--- config.mk ---
export PLATFORM = sky130hd
export DESIGN_NAME = ldpc_trial_seq
export DESIGN_NICKNAME = d
export VERILOG_FILES = /design/src/rtl/ldpc_trial_seq.sv
export SDC_FILE = /design/constraint.sdc
export NUM_CORES = 2
export LEC_CHECK = 0
export CORE_AREA = 2 2 345 347
export DETAILED_ROUTE_END_ITERATION = 8
export DIE_AREA = 0 0 347 349
export GPL_ROUTABILITY_DRIVEN = 0
export PLACE_DENSITY = 0.62
export SLEW_MARGIN = 0
export SYNTH_ARGS = -nofsm -noshare
export SYNTH_HDL_FRONTEND = slang
export SYNTH_SLANG_ARGS = --single-unit
--- constraint.sdc ---
create_clock -name wb_clk_i -period 40.4 [get_ports wb_clk_i]
set_clock_uncertainty 0.2 [all_clocks]
set_input_delay 8.08 -clock wb_clk_i [delete_from_list [all_inputs] [get_ports wb_clk_i]]
set_output_delay 8.08 -clock wb_clk_i [all_outputs]
set_load 0.02 [all_outputs]
--- src/rtl/ldpc_trial_seq.sv ---
// LDPC Monte-Carlo trial sequencer: LFSR message generation, random error injection,
// decoder launch/timeout supervision and saturating pass/fail/timeout statistics.
module ldpc_trial_seq #(
    parameter int unsigned MM  = 168,
    parameter int unsigned NN  = 208,
    parameter int unsigned TMO = 4096,
    parameter int unsigned PW  = 8
) (
    input  logic              wb_clk_i,
    input  logic              wb_rst_i,
    input  logic              start_i,
    input  logic              abort_i,
    input  logic [31:0]       num_trials_i,
    input  logic [7:0]        num_errs_i,
    input  logic [31:0]       seed_i,
    output logic [NN-MM-1:0]  msg_o,
    input  logic [NN-1:0]     cword_i,
    input  logic              cword_valid_i,
    output logic [NN-1:0]     err_mask_o,
    output logic              start_dec_o,
    input  logic              dec_done_i,
    input  logic [NN-1:0]     dec_word_i,
    output logic              busy_o,
    output logic              done_o,
    output logic [31:0]       trial_cnt_o,
    output logic [31:0]       pass_cnt_o,
    output logic [31:0]       fail_cnt_o,
    output logic [31:0]       tmo_cnt_o
);
    localparam int unsigned MW   = NN - MM;
    localparam int unsigned CW   = $clog2(TMO + MW + 4) + 1;
    localparam logic [31:0] TAPS = 32'h8020_0003;

    typedef enum logic [2:0] {
        IDLE, GEN_MSG, WAIT_ENC, INJECT, LAUNCH, WAIT_DEC, CHECK, DONE
    } state_t;

    state_t          state_q, state_d;
    logic [31:0]     lfsr_q, num_trials_q;
    logic [7:0]      num_errs_q, inj_cnt_q, target;
    logic [CW-1:0]   cnt_q;
    logic [NN-1:0]   ref_q;
    logic            tmo_flag_q;
    logic [PW-1:0]   pos;
    logic            inj_set, inj_done, enc_ok, dec_seen, tmo_hit;
    logic [31:0]     lfsr_step, trial_inc;
    logic            busy_d, done_d, start_dec_d;

    function automatic logic [31:0] sat_inc(input logic [31:0] v);
        return (v == 32'hFFFF_FFFF) ? v : v + 32'd1;
    endfunction

    assign lfsr_step = {1'b0, lfsr_q[31:1]} ^ (lfsr_q[0] ? TAPS : 32'h0);
    assign pos       = lfsr_q[PW-1:0];
    assign target    = (32'(num_errs_q) < NN) ? num_errs_q : 8'(NN);
    // A candidate position is rejected when out of range or already flipped
    assign inj_set   = (32'(pos) < NN) && !err_mask_o[pos] && (inj_cnt_q != target);
    assign inj_done  = (target == 8'd0) || (inj_set && ((inj_cnt_q + 8'd1) == target));
    assign enc_ok    = cword_valid_i && (cnt_q >= CW'(2));
    assign dec_seen  = dec_done_i && (cnt_q != '0);
    assign tmo_hit   = !dec_seen && (cnt_q == CW'(TMO - 1));
    assign trial_inc = sat_inc(trial_cnt_o);

    // State register
    always_ff @(posedge wb_clk_i or posedge wb_rst_i) begin
        if (wb_rst_i) state_q <= IDLE;
        else          state_q <= state_d;
    end

    // Next-state logic; abort overrides everything
    always_comb begin
        state_d = state_q;
        if (abort_i) begin
            state_d = IDLE;
        end else begin
            case (state_q)
                IDLE, DONE: if (start_i) state_d = (num_trials_i == 32'd0) ? DONE : GEN_MSG;
                GEN_MSG:    if (cnt_q == CW'(MW - 1)) state_d = WAIT_ENC;
                WAIT_ENC:   if (enc_ok) state_d = INJECT;
                INJECT:     if (inj_done) state_d = LAUNCH;
                LAUNCH:     state_d = WAIT_DEC;
                WAIT_DEC:   if (dec_seen || tmo_hit) state_d = CHECK;
                CHECK:      state_d = (trial_inc == num_trials_q) ? DONE : GEN_MSG;
                default:    state_d = IDLE;
            endcase
        end
    end

    // Output decode from the next state so the flags are registered
    always_comb begin
        busy_d      = 1'b1;
        done_d      = 1'b0;
        start_dec_d = 1'b0;
        case (state_d)
            IDLE:    busy_d = 1'b0;
            DONE:    begin busy_d = 1'b0; done_d = 1'b1; end
            LAUNCH:  start_dec_d = 1'b1;
            default: ;
        endcase
    end

    // Datapath, statistics and registered outputs
    always_ff @(posedge wb_clk_i or posedge wb_rst_i) begin
        if (wb_rst_i) begin
            busy_o       <= 1'b0;
            done_o       <= 1'b0;
            start_dec_o  <= 1'b0;
            msg_o        <= '0;
            err_mask_o   <= '0;
            trial_cnt_o  <= '0;
            pass_cnt_o   <= '0;
            fail_cnt_o   <= '0;
            tmo_cnt_o    <= '0;
            lfsr_q       <= 32'd1;
            num_trials_q <= '0;
            num_errs_q   <= '0;
            inj_cnt_q    <= '0;
            cnt_q        <= '0;
            ref_q        <= '0;
            tmo_flag_q   <= 1'b0;
        end else begin
            busy_o      <= busy_d;
            done_o      <= done_d;
            start_dec_o <= start_dec_d;
            if (state_d != state_q)  cnt_q <= '0;
            else if (cnt_q != '1)    cnt_q <= cnt_q + CW'(1);
            if (!abort_i) begin
                case (state_q)
                    IDLE, DONE: if (start_i) begin
                        num_trials_q <= num_trials_i;
                        num_errs_q   <= num_errs_i;
                        lfsr_q       <= (seed_i == 32'd0) ? 32'd1 : seed_i;
                        trial_cnt_o  <= '0;
                        pass_cnt_o   <= '0;
                        fail_cnt_o   <= '0;
                        tmo_cnt_o    <= '0;
                        err_mask_o   <= '0;
                        inj_cnt_q    <= '0;
                        tmo_flag_q   <= 1'b0;
                    end
                    GEN_MSG: begin
                        msg_o      <= {msg_o[NN-MM-2:0], lfsr_q[0]};
                        lfsr_q     <= lfsr_step;
                        inj_cnt_q  <= '0;
                        tmo_flag_q <= 1'b0;
                    end
                    WAIT_ENC: if (enc_ok) ref_q <= cword_i;
                    INJECT: begin
                        lfsr_q <= lfsr_step;
                        if (inj_set) begin
                            err_mask_o[pos] <= 1'b1;
                            inj_cnt_q       <= inj_cnt_q + 8'd1;
                        end
                    end
                    WAIT_DEC: if (tmo_hit) tmo_flag_q <= 1'b1;
                    CHECK: begin
                        trial_cnt_o <= trial_inc;
                        if (tmo_flag_q) begin
                            fail_cnt_o <= sat_inc(fail_cnt_o);
                            tmo_cnt_o  <= sat_inc(tmo_cnt_o);
                        end else if (dec_word_i == ref_q) begin
                            pass_cnt_o <= sat_inc(pass_cnt_o);
                        end else begin
                            fail_cnt_o <= sat_inc(fail_cnt_o);
                        end
                        if (state_d == GEN_MSG) err_mask_o <= '0;
                    end
                    default: ;
                endcase
            end
        end
    end
endmodule

== Yosys cells after proc, flatten, opt, wreduce, memory -nomap -nowiden ==
Index checks and enable logic that the tools add are counted.

* $add $sub $neg: 6
* Magnitude comparators: 5
* Equal/unequal tests: 32
* Mux-type cells: 47
* Bitwise operators: 3
* Reduce and logical (&&, ||, !) cells: 37

{| class="wikitable"
|+ Operator list
! cell !! count
|-
| $mux 208 || 3
|-
| $pmux 208 s3 || 1
|-
| $mux 32 || 13
|-
| $pmux 32 s2 || 5
|-
| $eq 208x208->1 || 1
|-
| $or 208x208->208 || 1
|-
| $add 32x1->32 const B || 4
|-
| $eq 32x32->1 const B || 4
|-
| $logic_not 32->1 || 2
|-
| $eq 32x32->1 || 1
|-
| $xor 31x32->32 || 1
|-
| $mux 14 || 2
|-
| $mux 3 || 8
|-
| $mux 8 || 3
|-
| $pmux 8 s3 || 1
|-
| $pmux 3 s7 || 1
|-
| $eq 3x3->1 const B || 6
|-
| $ne 2x2->1 const B || 9
|-
| $lt 8x8->1 const B || 2
|-
| $add 14x1->14 const B || 1
|-
| $eq 14x12->1 const B || 1
|-
| $eq 14x6->1 const B || 1
|-
| $ge 14x2->1 const B || 1
|-
| $ne 14x14->1 const B || 1
|-
| 28 further kinds || 57
|}

* Flip-flop bits (word level): 685
* Input bits: 494
* Logic and storage cells: 147

== Longest topological paths before layout ==
* Depth in word-level cells: 13
* Mapped depth: 18
* Mapped depth without buffers: 12

== Worst setup path before layout ==
Ideal clock, no wire load.

* Path kind: input-to-reg
* Start: in dec_word_i[46]
* End: reg pass_cnt_o[22]
* Setup time: 132 ps
* Arrival: 10269 ps
* Path slack: 29799 ps
* Cell stages on the path: 11
* Path buffers: 1
* Path through: nor2b_1 a2111o_1 nor4_1 nand4_1 nor4_1 nand3_1 a211oi_1 clkbuf_1 nand4_1 xnor2_1 nor2_1

* Longest elaborated chain between the ends: 3

{| class="wikitable"
|+ Ends and longest elaborated chain
! what !! line !! source
|-
| from (decl) || 22 || <nowiki>input logic [NN-1:0] dec_word_i,</nowiki>
|-
| $eq 208x208->1 || 161 || <nowiki>end else if (dec_word_i == ref_q) begin</nowiki>
|-
| $ne 2x2->1 (no source line) || n/a ||
|-
| $reduce_and 6->1 (no source line) || n/a ||
|-
| to (signal assigned) || 162 || <nowiki>pass_cnt_o <= sat_inc(pass_cnt_o);</nowiki>
|-
| to (decl) || 26 || <nowiki>output logic [31:0] pass_cnt_o,</nowiki>
|}

No other way between the ends.
A chain may end at the register's enable or synchronous reset.

== Final worst setup path ==
* Start: in dec_word_i[84]
* End: reg pass_cnt_o[19]

The elaborated chain is that of the path after synthesis.

==> results.md <==
- The final net count is 4993.
- The final critical-path required period is 12800 ps.
- The synthesized-area fraction occupied by ao, oa, aoi and oai cells is 0.125.
- The via count of the first global-routing pass came to 32.3k.
- CTS placed an instance of sky130_fd_sc_hd__clkbuf_16 at the clock tree root.
- For this design, the CTS-stage hold fixing added 0 buffers.
- Of the total synthesized cell area, the portion taken by AND, OR, NAND and NOR gates is 0.171.
- The number of synthesis warnings is 0.
- The global-route total usage across every layer is 0.247.
- The die covers 121000 sq um.
- Final hold analysis gives a worst-case slack of 294 ps.
- The analysis attributes to cell leakage a power of 20.7 nW.
- By count the netlist is led by sky130_fd_sc_hd__dfrtp_1 (684), sky130_fd_sc_hd__nor2_1 (426), sky130_fd_sc_hd__nand2_1 (277).
- In the final layout, the multi-input gates occupy 17700 sq um.
- The register area share after synthesis is 0.467.
- For this configuration, the core starts out at a cell density of 0.313.
- For this design the ratio of total power to cell area is 50.0 nW/um^2.
- The multiplexer share of the synthesized area is 0.111.
- The startpoint identified for the worst register-to-register timing path is lfsr_q[1].
- Along the worst path, the maximum fanout reaches 11.
- The clock tree from TritonCTS is done.
- The global routing stage identified its most utilized layer as met2.
- The global-route wire length before repair is 224000 um.
- The async set-or-reset flop fraction in the synthesized netlist is 1.00.
- The worst pin sits at a relative slew slack of 0.197.
- The adder and majority cell fraction of the synthesized area is 0.00409.
- In the final layout, the share of cells above drive strength 1 is 0.124.
- The post-cts resize count is 0.
- Across the whole layout, storage elements account for 17100 sq um.
- The end of the worst register-to-register path is err_mask_o[150].
- The final count of pins violating max slew is 0.
- The worst min-delay path startpoint is num_trials_q[18].
- The routed layout has 33.0k vias.
- In this run the vertical extent of the chip is 349 um.
- The placeable core region is 117000 sq um.
- Ranked by total cell area, the synthesized netlist is headed by sky130_fd_sc_hd__dfrtp_1 (47%), sky130_fd_sc_hd__mux2_2 (7.8%), sky130_fd_sc_hd__nor2_1 (4.4%).
- By area, the combinational part of the netlist is dominated by simple AND/OR/NAND/NOR gates.
- The final hold violation count is 0.
- The overall power consumption is 2.48 mW.
- The initial antenna violation count is 41.
- Summing every instance area after synthesis gives 36700 sq um.
- The post-synthesis cell count is 3742.
- The setup slack of the critical path after layout is 27600 ps.
- The worst setup slack after placement is 26970 ps.
- Setup violations remaining at the end of the flow were counted as 0.
- The capturing element type of the critical path is a flop.
- sky130_fd_sc_hd__dfrtp_1 takes more of the synthesized area than any other cell.
- The synthesized area per cell is 9.81 sq um.
- For flop-to-flop paths, the worst setup slack is 33170 ps.
- After clock tree synthesis, the clock-pin slew on the worst setup and hold paths is 60 ps.
- The area share of the leading cell type in the synthesized netlist is 0.466.
- The post-synthesis net count is 4248.
- IR analysis of the VDD net gives a maximum drop of 38.7 uV.
- The horizontal die dimension is 347 um.
- The count of distinct cell types in the synthesized netlist is 82.
- Entering global routing, the biggest net connects 209 pins.
- Among all flip-flop cells after synthesis, the most frequent one is sky130_fd_sc_hd__dfrtp_1.
- The iteration-0 DRC count of the detailed router is 3233.
- Setup repair after global routing left no endpoint under its margin.
- The number of fill cells is 11.2k.
- STA classifies the critical path startpoint as an input port.
- The path class of the tightest hold or removal check is flop to flop.
- After detailed placement, the total cell area comes to 46700 sq um.
- In the routed layout, each cell is associated on average with a via count of 5.40.
- In the global route stage, met1 resource usage came out at 0.306.
- After detailed routing, the total wire length is 154000 um.
- The tool flagged a number of max-cap violations equal to 0.
- The critical path is of the input port to flop type.
- In the global route stage, met2 resource usage came out at 0.406.
- The number of nets still failing antenna checks after routing is 0.
- TritonCTS created 86 clock buffers.
- The clock insertion delay at the later pin of the skew report is 670 ps.
- The finished cells cover 49600 sq um.
- The portion of the clock cycle consumed by the worst path in the final layout is 0.317.
- In this run, synthesis inferred 0 flip-flops with an integrated enable.
- Dividing the detail-routed wire length by the instance count gives 25.2 um.
- The required time of the critical path is 40760 ps.
- For this design the top-level I/O count stands at 873.
- The flow ran to the end, and the final reports show no timing, DRC or antenna violations.
- The signal arrival time at the worst endpoint is 13160 ps.
- The worst hold path passes through 2 cells.
- The path depth of the worst reg2reg path is 14.
- Buffers placed on the I/O ports in this run total 872.
- The final setup TNS is 0 ps.
- The remaining routing DRC violations is 0.
- After global routing the overflow that remains totals 0.
- Relative to the synthesized area, the layout overhead comes to 35.1%.
- The clock sink total is 685.
- The most numerous cell in the Yosys netlist is sky130_fd_sc_hd__dfrtp_1.
- The first detailed-routing pass ran for 6 iterations.
- The maximum clock rate is 0.0781 GHz.
- For the pin with the worst max-slew slack, the measured transition is 1200 ps.
- Post-CTS timing repair inserted 0 buffers for setup.
- The capture endpoint of the worst hold path is num_trials_q[18].
- For this run, global-route usage on met3 was measured as 0.0588.
- The HPWL after detailed placement is 115000 um.
- The maximum count of clock buffers along a single path is 3.
- The number of storage elements in the synthesis netlist is 685.
- The parity-gate share of the synthesized area counting xor and xnor cells is 0.0672.
- The H-tree generated during clock tree synthesis spans 3 levels.
- After floorplanning, the core was divided into 126 placement rows.
cell usage in the layout, fill, tap and decap left out, types with 9 or more instances in the layout:
cell                              Yosys  routed
sky130_fd_sc_hd__clkdlybuf4s50_1      0     872
sky130_fd_sc_hd__dfrtp_1            684     682
sky130_fd_sc_hd__nor2_1             426     425
sky130_fd_sc_hd__nand2_1            277     276
sky130_fd_sc_hd__mux2_2             255     255
sky130_fd_sc_hd__inv_1              223     222
sky130_fd_sc_hd__nand3_1            196     196
sky130_fd_sc_hd__xnor2_1            174     174
sky130_fd_sc_hd__a21oi_1            123     122
sky130_fd_sc_hd__a22oi_1            108     108
sky130_fd_sc_hd__xor2_1             105     105
sky130_fd_sc_hd__o21ai_0             95      94
sky130_fd_sc_hd__a31oi_1             88      87
sky130_fd_sc_hd__clkbuf_16            0      86
sky130_fd_sc_hd__nand4_1             83      83
sky130_fd_sc_hd__nor4_1              65      60
sky130_fd_sc_hd__nor2b_1             60      59
sky130_fd_sc_hd__a22oi_2             50      50
sky130_fd_sc_hd__nor3_1              48      47
sky130_fd_sc_hd__mux4_2              44      44
sky130_fd_sc_hd__buf_4                5      42
sky130_fd_sc_hd__nand2b_1            37      37
sky130_fd_sc_hd__a221oi_1            33      33
sky130_fd_sc_hd__or3_1               27      27
sky130_fd_sc_hd__and3_1              23      23
sky130_fd_sc_hd__diode_2              0      22
sky130_fd_sc_hd__mux2i_1             22      22
sky130_fd_sc_hd__clkbuf_1           194      21
sky130_fd_sc_hd__and2_1              18      18
sky130_fd_sc_hd__o22ai_1             15      15
sky130_fd_sc_hd__clkbuf_8             0      14
sky130_fd_sc_hd__a2111o_1            13      13
sky130_fd_sc_hd__o31ai_1             13      12
sky130_fd_sc_hd__ha_1                12      12
sky130_fd_sc_hd__and4_1              11      11
sky130_fd_sc_hd__or4_1               10      10
sky130_fd_sc_hd__or2_2                9       9
sky130_fd_sc_hd__a211oi_1            10       9
sky130_fd_sc_hd__clkinv_2             0       9
state kept, by name, summed over array words and instances (netlist names), 32 cells and up:
signal	flops
err_mask_o	208
fail_cnt_o	32
lfsr_q	32
msg_o	40
num_trials_q	32
pass_cnt_o	32
ref_q	208
tmo_cnt_o	32
trial_cnt_o	32
where the power goes:
group          leakage, nW  internal, mW  switching, mW  total (mW)
Sequential            9.31         0.806          0.124       0.930
Combinational         9.96         0.305          0.460       0.765
Clock                 1.39         0.465          0.320       0.785
Total                 20.7          1.58          0.904        2.48
layer usage:
metal  up-vias  part of all wire
li1      14700                 -
met1     16300              0.40
met2      1619              0.48
met3       334             0.081
met4        14             0.046
met5         -           0.00064
critical path: stages:
cell                              delay, ps
sky130_fd_sc_hd__clkdlybuf4s50_1        710
sky130_fd_sc_hd__xnor2_1                180
sky130_fd_sc_hd__nand4_1                190
sky130_fd_sc_hd__nor4_1                 850
sky130_fd_sc_hd__nand4_1                200
sky130_fd_sc_hd__nor4_2                 780
sky130_fd_sc_hd__nand3_1                390
sky130_fd_sc_hd__a31oi_1                790
sky130_fd_sc_hd__nand2_1                410
sky130_fd_sc_hd__or3_1                  410
sky130_fd_sc_hd__a21oi_1                160
per-stage QoR:
step           std cells  utilization
2_1_floorplan       3742            -
3_3_place_gp        5932        0.397
3_5_place_dp        5935        0.398
4_1_cts             6086        0.422
5_1_grt             6103        0.422
6_report            6108        0.422
cell families after synthesis:
logic type,after synthesis
multiplexers,321
AO/OA/AOI/OAI,643
AND/OR/NAND/NOR,1315
adder cells (fa/ha/maj),12
XOR/XNOR,280
buffers and inverters,486
flip-flops,685
how the worst max path moves through the flow:
stage	cells past startpoint	startpoint	to	slack, ps
after floorplan	1	wb_rst_i	busy_o	12920
after global placement	11	dec_word_i[100]	pass_cnt_o[19]	26880
after detailed placement	11	dec_word_i[84]	pass_cnt_o[19]	26970
after CTS	11	dec_word_i[84]	pass_cnt_o[19]	27660
after global routing	11	dec_word_i[84]	pass_cnt_o[19]	27460
final	11	dec_word_i[84]	pass_cnt_o[19]	27600
area by class of cell:
| cell class | instances | area share |
|---|---|---|
| Sequential cell | 685 | 0.346 |
| Multi-Input combinational cell | 2571 | 0.357 |
| Antenna cell | 22 | 0.00111 |
| Timing Repair Buffer | 918 | 0.183 |
| Tap cell | 1536 | 0.0387 |
| Clock inverter | 30 | 0.00850 |
| Inverter | 225 | 0.0172 |
| Clock buffer | 121 | 0.0489 |
Note: power is estimated with default switching activity, not from simulation.
